[src/rtl/led_matrix_scan.sv]
// Row-multiplexed 8x8 LED matrix driver: latches a 64-bit grid once per frame
// and scans it row by row, with a blanked lead-in on every row period.
module led_matrix_scan #(
  parameter int SCAN_DIV  = 1000,
  parameter int BLANK_CYC = 16
) (
  input  logic        clk,
  input  logic        reset,
  input  logic [63:0] grid,
  input  logic        enable,
  output logic [7:0]  row,
  output logic [7:0]  col,
  output logic        frame_done
);

  localparam int CNT_W = (SCAN_DIV > 1) ? $clog2(SCAN_DIV) : 1;
  localparam logic [CNT_W-1:0] BLANK_LAST = CNT_W'(BLANK_CYC - 1);
  localparam logic [CNT_W-1:0] SHOW_LAST  = CNT_W'(SCAN_DIV - 1);

  typedef enum logic [1:0] {IDLE, LOAD, BLANK, SHOW} state_e;

  state_e           state_q, state_d;
  logic [2:0]       ridx_q, ridx_d;
  logic [CNT_W-1:0] cnt_q, cnt_d;
  logic [63:0]      fb_q, fb_d;
  logic             fd_q, fd_d;

  always_ff @(posedge clk or negedge reset) begin
    if (!reset) begin
      state_q <= IDLE;
      ridx_q  <= '0;
      cnt_q   <= '0;
      fb_q    <= '0;
      fd_q    <= 1'b0;
    end else begin
      state_q <= state_d;
      ridx_q  <= ridx_d;
      cnt_q   <= cnt_d;
      fb_q    <= fb_d;
      fd_q    <= fd_d;
    end
  end

  // Dropping enable overrides everything, including the row-7 terminal count.
  always_comb begin
    state_d = state_q;
    ridx_d  = ridx_q;
    cnt_d   = cnt_q;
    fb_d    = fb_q;
    fd_d    = 1'b0;
    if (!enable) begin
      state_d = IDLE;
      ridx_d  = '0;
      cnt_d   = '0;
    end else begin
      unique case (state_q)
        IDLE: state_d = LOAD;
        LOAD: begin
          fb_d    = grid;
          ridx_d  = '0;
          cnt_d   = '0;
          state_d = BLANK;
        end
        BLANK: begin
          cnt_d = cnt_q + CNT_W'(1);
          if (cnt_q == BLANK_LAST) state_d = SHOW;
        end
        SHOW: begin
          if (cnt_q == SHOW_LAST) begin
            cnt_d = '0;
            if (ridx_q == 3'd7) begin
              fd_d    = 1'b1;
              state_d = LOAD;
            end else begin
              ridx_d  = ridx_q + 3'd1;
              state_d = BLANK;
            end
          end else begin
            cnt_d = cnt_q + CNT_W'(1);
          end
        end
        default: state_d = IDLE;
      endcase
    end
  end

  // Drive lines come only from flops, so grid changes cannot tear the picture.
  always_comb begin
    row = '0;
    col = '0;
    if (state_q == SHOW) begin
      row = 8'd1 << ridx_q;
      col = fb_q[{ridx_q, 3'b000} +: 8];
    end
  end

  assign frame_done = fd_q;

endmodule

[config.mk]
export PLATFORM = sky130hd
export DESIGN_NAME = led_matrix_scan
export DESIGN_NICKNAME = d
export VERILOG_FILES = /design/src/rtl/led_matrix_scan.sv
export SDC_FILE = /design/constraint.sdc
export NUM_CORES = 1
export LEC_CHECK = 0
export ABC_AREA = 0
export CORE_UTILIZATION = 50
export CTS_BUF_LIST = sky130_fd_sc_hd__clkbuf_8
export CTS_CLUSTER_DIAMETER = 150
export CTS_CLUSTER_SIZE = 8
export DETAILED_ROUTE_END_ITERATION = 7
export GPL_TIMING_DRIVEN = 0
export PLACE_DENSITY = 0.79
export SYNTH_ARGS = -nofsm -noshare
export SYNTH_HDL_FRONTEND = slang
export SYNTH_SLANG_ARGS = --single-unit
[constraint.sdc]
create_clock -name clk -period 1.68 [get_ports clk]
set_input_delay 0.252 -clock clk [delete_from_list [all_inputs] [get_ports clk]]
set_output_delay 0.252 -clock clk [all_outputs]
set_load 0.01 [all_outputs]
After elaboration in Yosys (flattened, before gate mapping):

Index checks and enable logic that the tools add are counted.

* add/sub/neg operators: 2
* eq/ne operators: 11
* shift operators: 2
* mux-type cells: 18
* reduce and logical (&&, ||, !) cells: 4

Operator list (number)
* indexed part select 64 x 7 -> 8 bit: 1
* case mux 10 bit (3 select lines): 1
* two-way mux 10 bit: 2
* two-way mux 8 bit: 2
* adder 10 x 1 -> 10 bit (second input constant): 1
* == test 10 bit (second input constant): 1
* == test 10 x 4 -> 1 bit (second input constant): 1
* two-way mux 3 bit: 3
* != test 3 bit (second input constant): 3
* two-way mux 2 bit: 4
* case mux 2 bit (4 select lines): 1
* left shift 1 x 3 -> 8 bit (first input constant): 1
* case mux 3 bit (2 select lines): 1
* == test 2 bit (second input constant): 2
* two-way mux 1 bit: 4
* != test 4 x 1 -> 1 bit (second input constant): 1
* AND reduction 2 bit: 2
* adder 3 x 1 -> 3 bit (second input constant): 1
* == test 3 bit (second input constant): 1
* != test 3 x 1 -> 1 bit (second input constant): 1
* AND reduction 3 bit: 1
* == test 2 x 1 -> 1 bit (second input constant): 1
* zero test 2 bit: 1

* flip-flop bits (word level): 80
* input port bits: 67
* output and inout bits: 17
* word-level logic and storage cells: 42

Logic depth before layout (Yosys ltp):

Gate-level depths: netlist of run 1.

* word-level depth: 5
* gate-level depth with buffers: 8
* gate-level depth less buffers: 6

Worst setup path before layout of run 1:

Ideal clock, no wire load.

* kind: reg-to-output
* start point: register ridx_q[0]
* end point: output col[0]
* arrival time: 1354 ps
* data required time: 1428 ps
* slack: 74 ps
* cell stages (with the launch flop): 6
* cells stage by stage: dfrtp_1 -> buf_6 -> buf_6 -> mux4_2 -> nand2_1 -> a21oi_1

* word-level cells in the longest chain between the ends: 2

RTL lines
* start, declared: RTL line 23 `logic [2:0] ridx_q, ridx_d;`
* start signal, assigned: RTL line 37 `ridx_q <= ridx_d;`
* indexed part select 64 x 7 -> 8 bit: RTL line 93 `col = fb_q[{ridx_q, 3'b000} +: 8];`
* two-way mux 8 bit: RTL line 91 `if (state_q == SHOW) begin`
* end, declared: RTL line 12 `output logic [7:0] col,`

Every way passes these cells.

Worst setup path in the final report of run 1:

* start point: register ridx_q[0]
* end point: output col[5]

Same word-level chain as after synthesis.

==> out/summary.txt, run 1 <==
Final Max Slew Viols: 0
Total GRT Usage: 25.0%
Post-synth EDFFs: 0
Predominant post-synthesis flop cell: dfrtp_1
Hold Slack: 0.293 ns
Synth unique cells: 43
Cells after Synth: 287
Placed wire-length estimate: 6090 µm
Final hold violation count: 0
Clk root buf: clkbuf_8
Die W: 91.2 µm
Slew headroom: 72.5%
Placed Cells: 473
Upper clock frequency limit: 462 MHz
Clk buf depth: 2
Clk sink count: 80
Yosys reg bits: 80
Synthesized net count: 361
Height of the die: 91.2 µm
Critical Path AT: 1.91 ns
Setup Viol. Count Final: 17
Cell taking the most area after synthesis: dfrtp_1
Ports: 84
Total Nets Final: 469
Core area: 7730 µm²
First-pass GRT wire length: 15600 µm
Die area: 8310 µm²
Crit share post-route: 129%
ANT nets after route: 0
Area Overhead vs Synth: 38.7%
Final core utilization: 71.4%
Largest net degree at the start of global routing: 66
Routed wire per std cell: 18.6 µm
CP startpoint: ridx_q[0]$_DFFE_PN0P_
Crit Path Max Fanout: 6
Vias: 2786
Reg2reg path depth: 7
Worst r2r dst: ridx_q[0]$_DFFE_PN0P_
Diode count: 0
Tmin final: 2.17 ns
Leak pwr: 2.27 nW
DRC viols: 0
WP data required: 1.43 ns
Failing checks: setup timing
CP Class: register to primary output
H-tree Lvls: 3
Worst Tran Pin Value: 0.412 ns
Hold Path Class: input port to async pin
Clock skew: 0.00437 ns
Vias in the first global route: 3014
Layout cells sized above 1: 32.5%
Async set or reset register ratio after synthesis: 100%
Worst Slack Setup Final: -0.486 ns
Synth top area share: 50.3%
Element type at the critical path end: primary output
Total congestion overflow: 0
Cell area after layout: 5510 µm²
Placer Congestion: 0.835
Mapped Area: 3980 µm²
Status: complete, but fails checks
Placed Instance Area: 4960 µm²
Top post-synthesis cells by area: dfrtp_1 (50%), mux2_1 (17%), mux4_2 (9.1%)
RR Startpoint: ridx_q[0]$_DFFE_PN0P_
PortBufs: 83
Yosys warns: 0
WL final: 9320 µm
Via density: 5.55
Fin cells: 502
# rows: 32
Max cap viols: 0
Router iterations before antenna repair: 4
Num CTS Buffers: 9
Unrepaired setup endpoints after global routing: true
PwrDens: 984 nW/µm²
Mean Syn Cell Area: 13.9 µm²
Startpoint type of the worst setup path: register
Initial antenna violation count: 0
Worst skew pair latency: 0.36 ns
Initial Util: 51.5%
Worst-path clk slew: 0.08 ns
Sequential fraction of the synthesis area: 50.3%
Internal reg-to-reg setup slack: 0 ns
Worst IR drop on VDD: 0.000650 V
CTS tree: yes
DR iter-0 viols: 133
Crit path to: col[5]
## metal layers
layer / vias up / track usage, % / share of wire (%)
li1: 1254 / - / -
met3: 17 / 5.53 / 5.8
met5: - / 0 / 0
met4: 0 / 8.20 / 1.8
met1: 1417 / 32.3 / 42
met2: 98 / 42.0 / 50
## cell families after synthesis
family	after synthesis	synth area share [%]
compound gates	19	3.08
xor+xnor	9	1.98
fa+ha+maj	7	2.20
buf+inv	21	3.87
flops	80	50.3
mux	80	27.2
simple gates	71	11.3
## metrics by stage
stage               setup TNS (ns)  setup slack, ns  power [mW]
finish                       -5.22           -0.486        5.43
global route                 -6.18           -0.551        5.70
CTS                          -5.03           -0.476        5.44
detailed placement          -19.40           -0.627        3.90
global placement           -216.51            -2.49        3.82
floorplan                        0           0.0739        3.43
## critical path: stages, from the launching register on
cell and delay (ns):
dfrtp_1 0.42, buf_8 0.16, buf_12 0.13, mux4_2 0.53, nand2_2 0.09, a21oi_2 0.06
buf_2 0.16
## where the power goes
group	internal [mW]	switching, mW
Clock	0.826	0.707
Sequential	2.46	0.281
Combinational	0.715	0.436
## repair_timing
| action | 4_1_cts | 5_1_grt |
|---|---|---|
| resized for setup | 112 | 21 |
| hold buffers | 1 | 0 |
| gates cloned | 2 | 0 |
| endpoints found under the setup margin | 28 | 27 |
| pin swaps | 16 | 10 |
| setup buffers | 10 | 5 |
| endpoints found under the hold margin | 15 | 0 |
## final cells by class
cell class / count / area [µm²]
Buffer: 14 / 164
Clock buffer: 9 / 124
Clock inverter: 7 / 88.8
Fill cell: 512 / 2210
Inverter: 4 / 30.0
Multi-Input combinational cell: 186 / 1980
Sequential cell: 80 / 2010
Tap cell: 102 / 128
Timing Repair Buffer: 100 / 998
## flip-flops by register name (all words and copies together), names as in the netlist
register,cells
fb_q,64
cnt_q,10
ridx_q,3
state_q,2
frame_done,1
## how the worst min path moves through the flow
stage                                    start                   end  slack [ns]
after detailed placement                 reset  fb_q[34]$_DFFE_PN0P_        0.14
final                                    reset  fb_q[34]$_DFFE_PN0P_        0.29
after CTS                                reset  fb_q[34]$_DFFE_PN0P_        0.29
after global routing                     reset  fb_q[34]$_DFFE_PN0P_        0.31
after floorplan                          reset  cnt_q[0]$_DFFE_PN0P_       -0.04
after global placement    fb_q[57]$_DFFE_PN0P_  fb_q[57]$_DFFE_PN0P_        0.47
## synth_stat cells (all sizes together) (2+ instances only)
| cell type | count |
|---|---|
| nor4b | 2 |
| mux2 | 64 |
| nor2b | 2 |
| ha | 7 |
| xnor2 | 9 |
| a21oi | 9 |
| o21ai | 2 |
| nand3 | 5 |
| dfrtp | 80 |
| nor3b | 2 |
| nor2 | 12 |
| buf | 16 |
| nor3 | 4 |
| nand4 | 2 |
| and3 | 9 |
| inv | 4 |
| and2 | 2 |
| mux4 | 16 |
| nor4 | 2 |
| o311ai | 3 |
| nand2 | 26 |
## cells in the final DEF, fill, tap and decap left out, types with 6 or more instances in the layout
master            n
clkbuf_8         10
mux2_1           60
buf_6            13
ha_4              6
buf_4            11
clkdlybuf4s50_1  66
nand2_2           8
xnor2_1           9
nor2_2            8
a21oi_1           6
nand2_1          18
dfrtp_1          77
mux4_2           16
buf_2            13
No activity file was read; power rests on OpenSTA's default activity.
==> run 2, diff against run 1 <==
CORE_UTILIZATION = 53   (was 50)
PLACE_DENSITY = 0.83   (was 0.79)
==> out/summary.txt, run 2 (synthesis results as in run 1) <==
Worst Tran Pin Value: 0.459 ns (+0.0475 ns)
Slew headroom: 69.3% (-3.2 points)
PortBufs: 83 (unchanged)
Commonest non-fill, non-tap cells in the layout: dfrtp_1 (76), clkdlybuf4s50_1 (66), mux2_1 (60)
Worst skew pair latency: 0.35 ns (about the same)
Height of the die: 88.6 µm (-2.8%)
Final core utilization: 78.1% (+6.7 points)
Status: complete, but fails checks
Clk buf depth: 2 (unchanged)
Overall power: 5.38 mW (-0.93%)
WP data required: 1.43 ns (about the same)
Total GRT Usage: 28.1% (+3.1 points)
Clock skew: 0.0152 ns (+0.0108 ns)
Largest Register: fb_q
Setup Viol. Count Final: 28 (+11)
Clk sink count: 80 (unchanged)
Router iterations before antenna repair: 4 (unchanged)
Worst IR drop on VDD: 0.000622 V (-4.2%)
Vias: 2962 (+6.3%)
First-pass GRT wire length: 16000 µm (+2.4%)
Core area: 7250 µm² (-6.1%)
DR iter-0 viols: 240 (+80%)
Initial antenna violation count: 0 (unchanged)
Register area: 2010 µm² (about the same)
DRC viols: 0 (unchanged)
Unrepaired setup endpoints after global routing: true
Placed Cells: 470 (-0.63%)
Multi-input logic area: 2010 µm² (+1.6%)
Area Overhead vs Synth: 42.4%
Dpl ws: -0.558 ns (+0.0690 ns)
H-tree Lvls: 3 (unchanged)
Die area: 7850 µm² (-5.5%)
Via density: 5.79 (+4.2%)
Largest net degree at the start of global routing: 57 (-14%)
CTS tree: yes
Leading cell type in the layout, fill and taps excluded: dfrtp_1
Placer Congestion: 0.837 (+0.20%)
Critical Path AT: 1.88 ns (-0.03 ns)
PwrDens: 949 nW/µm² (-3.6%)
Crit share post-route: 127% (-2.0 points)
Diode count: 0 (unchanged)
ANT nets after route: 0 (unchanged)
Die W: 88.6 µm (-2.8%)
Ports: 84 (unchanged)
Startpoint type of the worst setup path: register
Filler instances: 412 (-20%)
Clk root buf: clkbuf_8
Layout cells sized above 1: 35.8% (+3.3 points)
Routed wire per std cell: 20.8 µm (+12%)
CP Class: register to primary output
Crit Path Max Fanout: 5 (-1)
Placed wire-length estimate: 6190 µm (+1.5%)
Registers with the most flip-flops: fb_q: 64 flops, cnt_q: 10 flops, ridx_q: 3 flops
Num CTS Buffers: 9 (unchanged)
Hold Path Class: input port to async pin
WL final: 10600 µm (+14%)
Final hold violation count: 0 (unchanged)
Final Max Slew Viols: 0 (unchanged)
Max cap viols: 0 (unchanged)
Total congestion overflow: 0 (unchanged)
Vias in the first global route: 3145 (+4.3%)
Worst Slack Setup Final: -0.453 ns (+0.0336 ns)
Largest register FFs: 64 (unchanged)
Fin cells: 512 (+2.0%)
# rows: 31 (-3.1%)
Tmin final: 2.13 ns (-0.0336 ns)
Element type at the critical path end: primary output
Failing checks: setup timing
Worst-path clk slew: 0.09 ns (about the same)
Upper clock frequency limit: 469 MHz (+1.6%)
Initial Util: 54.8% (+3.4 points)
Total Nets Final: 482 (+2.8%)
Leak pwr: 2.33 nW (+2.7%)
Hold Slack: 0.335 ns (+0.0420 ns)
[run 2: cell types whose count changed in the layout (fill, tap and decap cells not counted), sizes merged]
cell,before,now
bufinv,2,1
inv,6,5
buf,44,57
nand3,5,6
clkinv,2,5
clkdlybuf4s15,1,0
clkinvlp,1,0
[run 2: layer usage]
| layer | share of wire [%] | vias up | global-route usage, % |
|---|---|---|---|
| met4 | 3.2 | 0 | 13.3 |
| met2 | 51 | 145 | 46.9 |
| met3 | 5.4 | 32 | 6.16 |
| li1 | - | 1285 | - |
| met5 | 0 | - | 0 |
| met1 | 40 | 1500 | 35.1 |
[run 2: worst paths after layout]
check / from / endpoint / slack [ns] / cells past startpoint
max in group asynchronous: reset / ridx_q[1]$_DFFE_PN0P_ / 0.75 / 3
max: ridx_q[0]$_DFFE_PN0P_ / col[2] / -0.45 / 6
min in group clk: grid[52] / fb_q[52]$_DFFE_PN0P_ / 0.48 / 2
max reg2reg: ridx_q[0]$_DFFE_PN0P_ / ridx_q[0]$_DFFE_PN0P_ / -0.16 / 8
min reg2reg: fb_q[63]$_DFFE_PN0P_ / fb_q[63]$_DFFE_PN0P_ / 0.49 / 1
min: reset / fb_q[43]$_DFFE_PN0P_ / 0.34 / 2
[run 2: stage by stage]
step	area, µm²	TNS (ns)
finish	5660	-5.78
global route	5660	-7.24
CTS	5540	-4.61
detailed placement	4960	-18.36
global placement	4930	-208.90
floorplan	3980	0
[run 2: final cells by class]
type / instances / area share (%)
multi-input combinational: 187 / 35.5
sequential: 80 / 35.4
timing repair buffer: 110 / 19.5
buffer: 16 / 3.47
clock buffer: 9 / 2.19
tap: 99 / 2.19
clock inverter: 7 / 1.15
inverter: 4 / 0.663
[run 2: power breakdown]
group	internal, mW	switching (mW)
Sequential	2.46	0.294
Clock	0.677	0.733
Combinational	0.745	0.465
[run 2: critical path, cell delays in order, from the launching register on]
cell	delay [ns]
dfrtp_1	0.41
buf_12	0.16
buf_16	0.12
mux4_2	0.48
nand2_1	0.10
a21oi_1	0.09
buf_2	0.17
[run 2: timing repair]
action,in CTS,in global routing
setup buffers,17,7
gates resized for setup,127,26
hold buffers,1,0
hold endpoints to repair,24,0
endpoints found under the setup margin,28,82
pin swaps,17,11
gates cloned,2,1
==> run 3, diff against run 2 <==
CORE_UTILIZATION = 30   (was 53)
PLACE_DENSITY = default   (was 0.83)
==> out/summary.txt, run 3 (synthesis results as in run 1) <==
Status: complete, but fails checks
Failing checks: setup timing
Total GRT Usage: 16.1% (-12 points)
Worst-path clk slew: 0.08 ns (about the same)
Crit Path Max Fanout: 5 (unchanged)
# rows: 41 (+32%)
Vias: 2767 (-6.6%)
Overall power: 5.44 mW (+1.1%)
Diode count: 0 (unchanged)
PortBufs: 83 (unchanged)
Largest Register: fb_q
Max cap viols: 0 (unchanged)
First-pass GRT wire length: 16000 µm (+0.18%)
Critical Path AT: 1.92 ns (+0.04 ns)
Worst IR drop on VDD: 0.000346 V (-44%)
Slew headroom: 70.1% (+0.81 points)
Via density: 4.78 (-17%)
Startpoint type of the worst setup path: register
Core area: 12800 µm² (+76%)
Ports: 84 (unchanged)
RR Startpoint: ridx_q[0]$_DFFE_PN0P_
Setup Viol. Count Final: 20 (-29%)
PwrDens: 952 nW/µm² (+0.31%)
Die area: 13700 µm² (+75%)
Worst Tran Pin Value: 0.447 ns (-0.0122 ns)
DRC viols: 0 (unchanged)
Filler instances: 1168 (+180%)
CP startpoint: ridx_q[0]$_DFFE_PN0P_
Placed Instance Area: 5050 µm² (+1.8%)
Leak pwr: 2.31 nW (-0.79%)
Element type at the critical path end: primary output
DR iter-0 viols: 68 (-72%)
Crit path to: col[2]
Clock skew: 0.0116 ns (-0.00359 ns)
Worst Slack Setup Final: -0.488 ns (-0.0352 ns)
Initial Util: 31.1% (-24 points)
Initial antenna violation count: 0 (unchanged)
Worst skew pair latency: 0.36 ns (about the same)
Hold Path Class: input port to async pin
Die W: 117 µm (+32%)
Hold Slack: 0.327 ns (-0.00843 ns)
Worst r2r dst: ridx_q[0]$_DFFE_PN0P_
Reg2reg path depth: 9 (+1)
Clk sink count: 80 (unchanged)
Total Nets Final: 476 (-1.2%)
Router iterations before antenna repair: 6 (+2)
H-tree Lvls: 3 (unchanged)
Routed wire per std cell: 17.1 µm (-18%)
Tmin final: 2.17 ns (+0.0352 ns)
Layout cells sized above 1: 35.4% (-0.45 points)
Total congestion overflow: 0 (unchanged)
Num CTS Buffers: 9 (unchanged)
CTS tree: yes
Crit share post-route: 129% (+2.1 points)
Height of the die: 117 µm (+32%)
Cell area after layout: 5710 µm² (+0.77%)
Area Overhead vs Synth: 43.5%
Largest register FFs: 64 (unchanged)
Vias in the first global route: 2984 (-5.1%)
Final Max Slew Viols: 0 (unchanged)
Placer Congestion: 0.820 (-2.0%)
Commonest non-fill, non-tap cells in the layout: dfrtp_1 (78), clkdlybuf4s50_1 (66), mux2_1 (60)
CP Class: register to primary output
Largest net degree at the start of global routing: 61 (+7.0%)
Leading cell type in the layout, fill and taps excluded: dfrtp_1
Registers with the most flip-flops: fb_q: 64 flops, cnt_q: 10 flops, ridx_q: 3 flops
Internal reg-to-reg setup slack: -0.24 ns (-0.08 ns)
WP data required: 1.43 ns (about the same)
Clk buf depth: 2 (unchanged)
Clk root buf: clkbuf_8
Final hold violation count: 0 (unchanged)
Upper clock frequency limit: 461 MHz (-1.6%)
ANT nets after route: 0 (unchanged)
Unrepaired setup endpoints after global routing: true
WL final: 9900 µm (-7.1%)
Placed wire-length estimate: 6820 µm (+10%)
-- run 3: layout make-up --
cell class,instances,area [µm²],share of cell area (%)
clock buffers,9,124,2.17
multi-input cells,186,1990,34.9
repair buffers,105,1070,18.7
plain buffers,16,185,3.24
inverters,4,30.0,0.526
well taps,172,215,3.77
clock inverters,7,87.6,1.53
flip-flops and latches,80,2000,35.1
-- run 3: how the worst min path moves through the flow --
stage | startpoint | end | slack (ns) | cells past startpoint
5_1_grt | reset | fb_q[43]$_DFFE_PN0P_ | 0.35 | 2
4_1_cts | reset | fb_q[43]$_DFFE_PN0P_ | 0.32 | 2
3_3_place_gp | fb_q[49]$_DFFE_PN0P_ | fb_q[49]$_DFFE_PN0P_ | 0.47 | 1
3_5_place_dp | reset | fb_q[43]$_DFFE_PN0P_ | 0.17 | 1
6_report | reset | fb_q[43]$_DFFE_PN0P_ | 0.33 | 2
2_1_floorplan | reset | cnt_q[0]$_DFFE_PN0P_ | -0.04 | 0
-- run 3: worst max-delay path: stages, from the launching register on --
cell and delay (ns):
dfrtp_1 0.42, buf_12 0.16, buf_12 0.11, mux4_2 0.54, nand2_2 0.10, a21oi_2 0.06
buf_2 0.16
-- run 3: metal layers --
layer / GRT usage, % / wire length [µm]
met1: 21.5 / 4410
met3: 3.60 / 447
met2: 25.4 / 4830
met4: 6.92 / 208
met5: 0 / 0
-- run 3: repair_timing --
action,4_1_cts,5_1_grt
resized for setup,123,21
buffers inserted,15,4
hold endpoints to repair,20,0
hold buffers,1,0
pin swaps,11,10
gates cloned,2,0
endpoints found under the setup margin,28,28
-- run 3: power breakdown --
group          leakage [nW]  total, mW  switching, mW  internal (mW)
Clock                 0.114       1.54          0.718          0.826
Sequential            0.971       2.74          0.276           2.46
Combinational          1.22       1.15          0.438          0.714
-- run 3: stage by stage --
step,TNS [ns],setup slack (ns),utilization (%),cells
final,-6.56,-0.488,44.7,579
after global routing,-7.67,-0.551,44.7,579
after CTS,-6.30,-0.549,44.2,576
after floorplan,0,0.0739,-,287
after global placement,-224.50,-2.56,39.3,542
after detailed placement,-20.53,-0.671,39.5,543
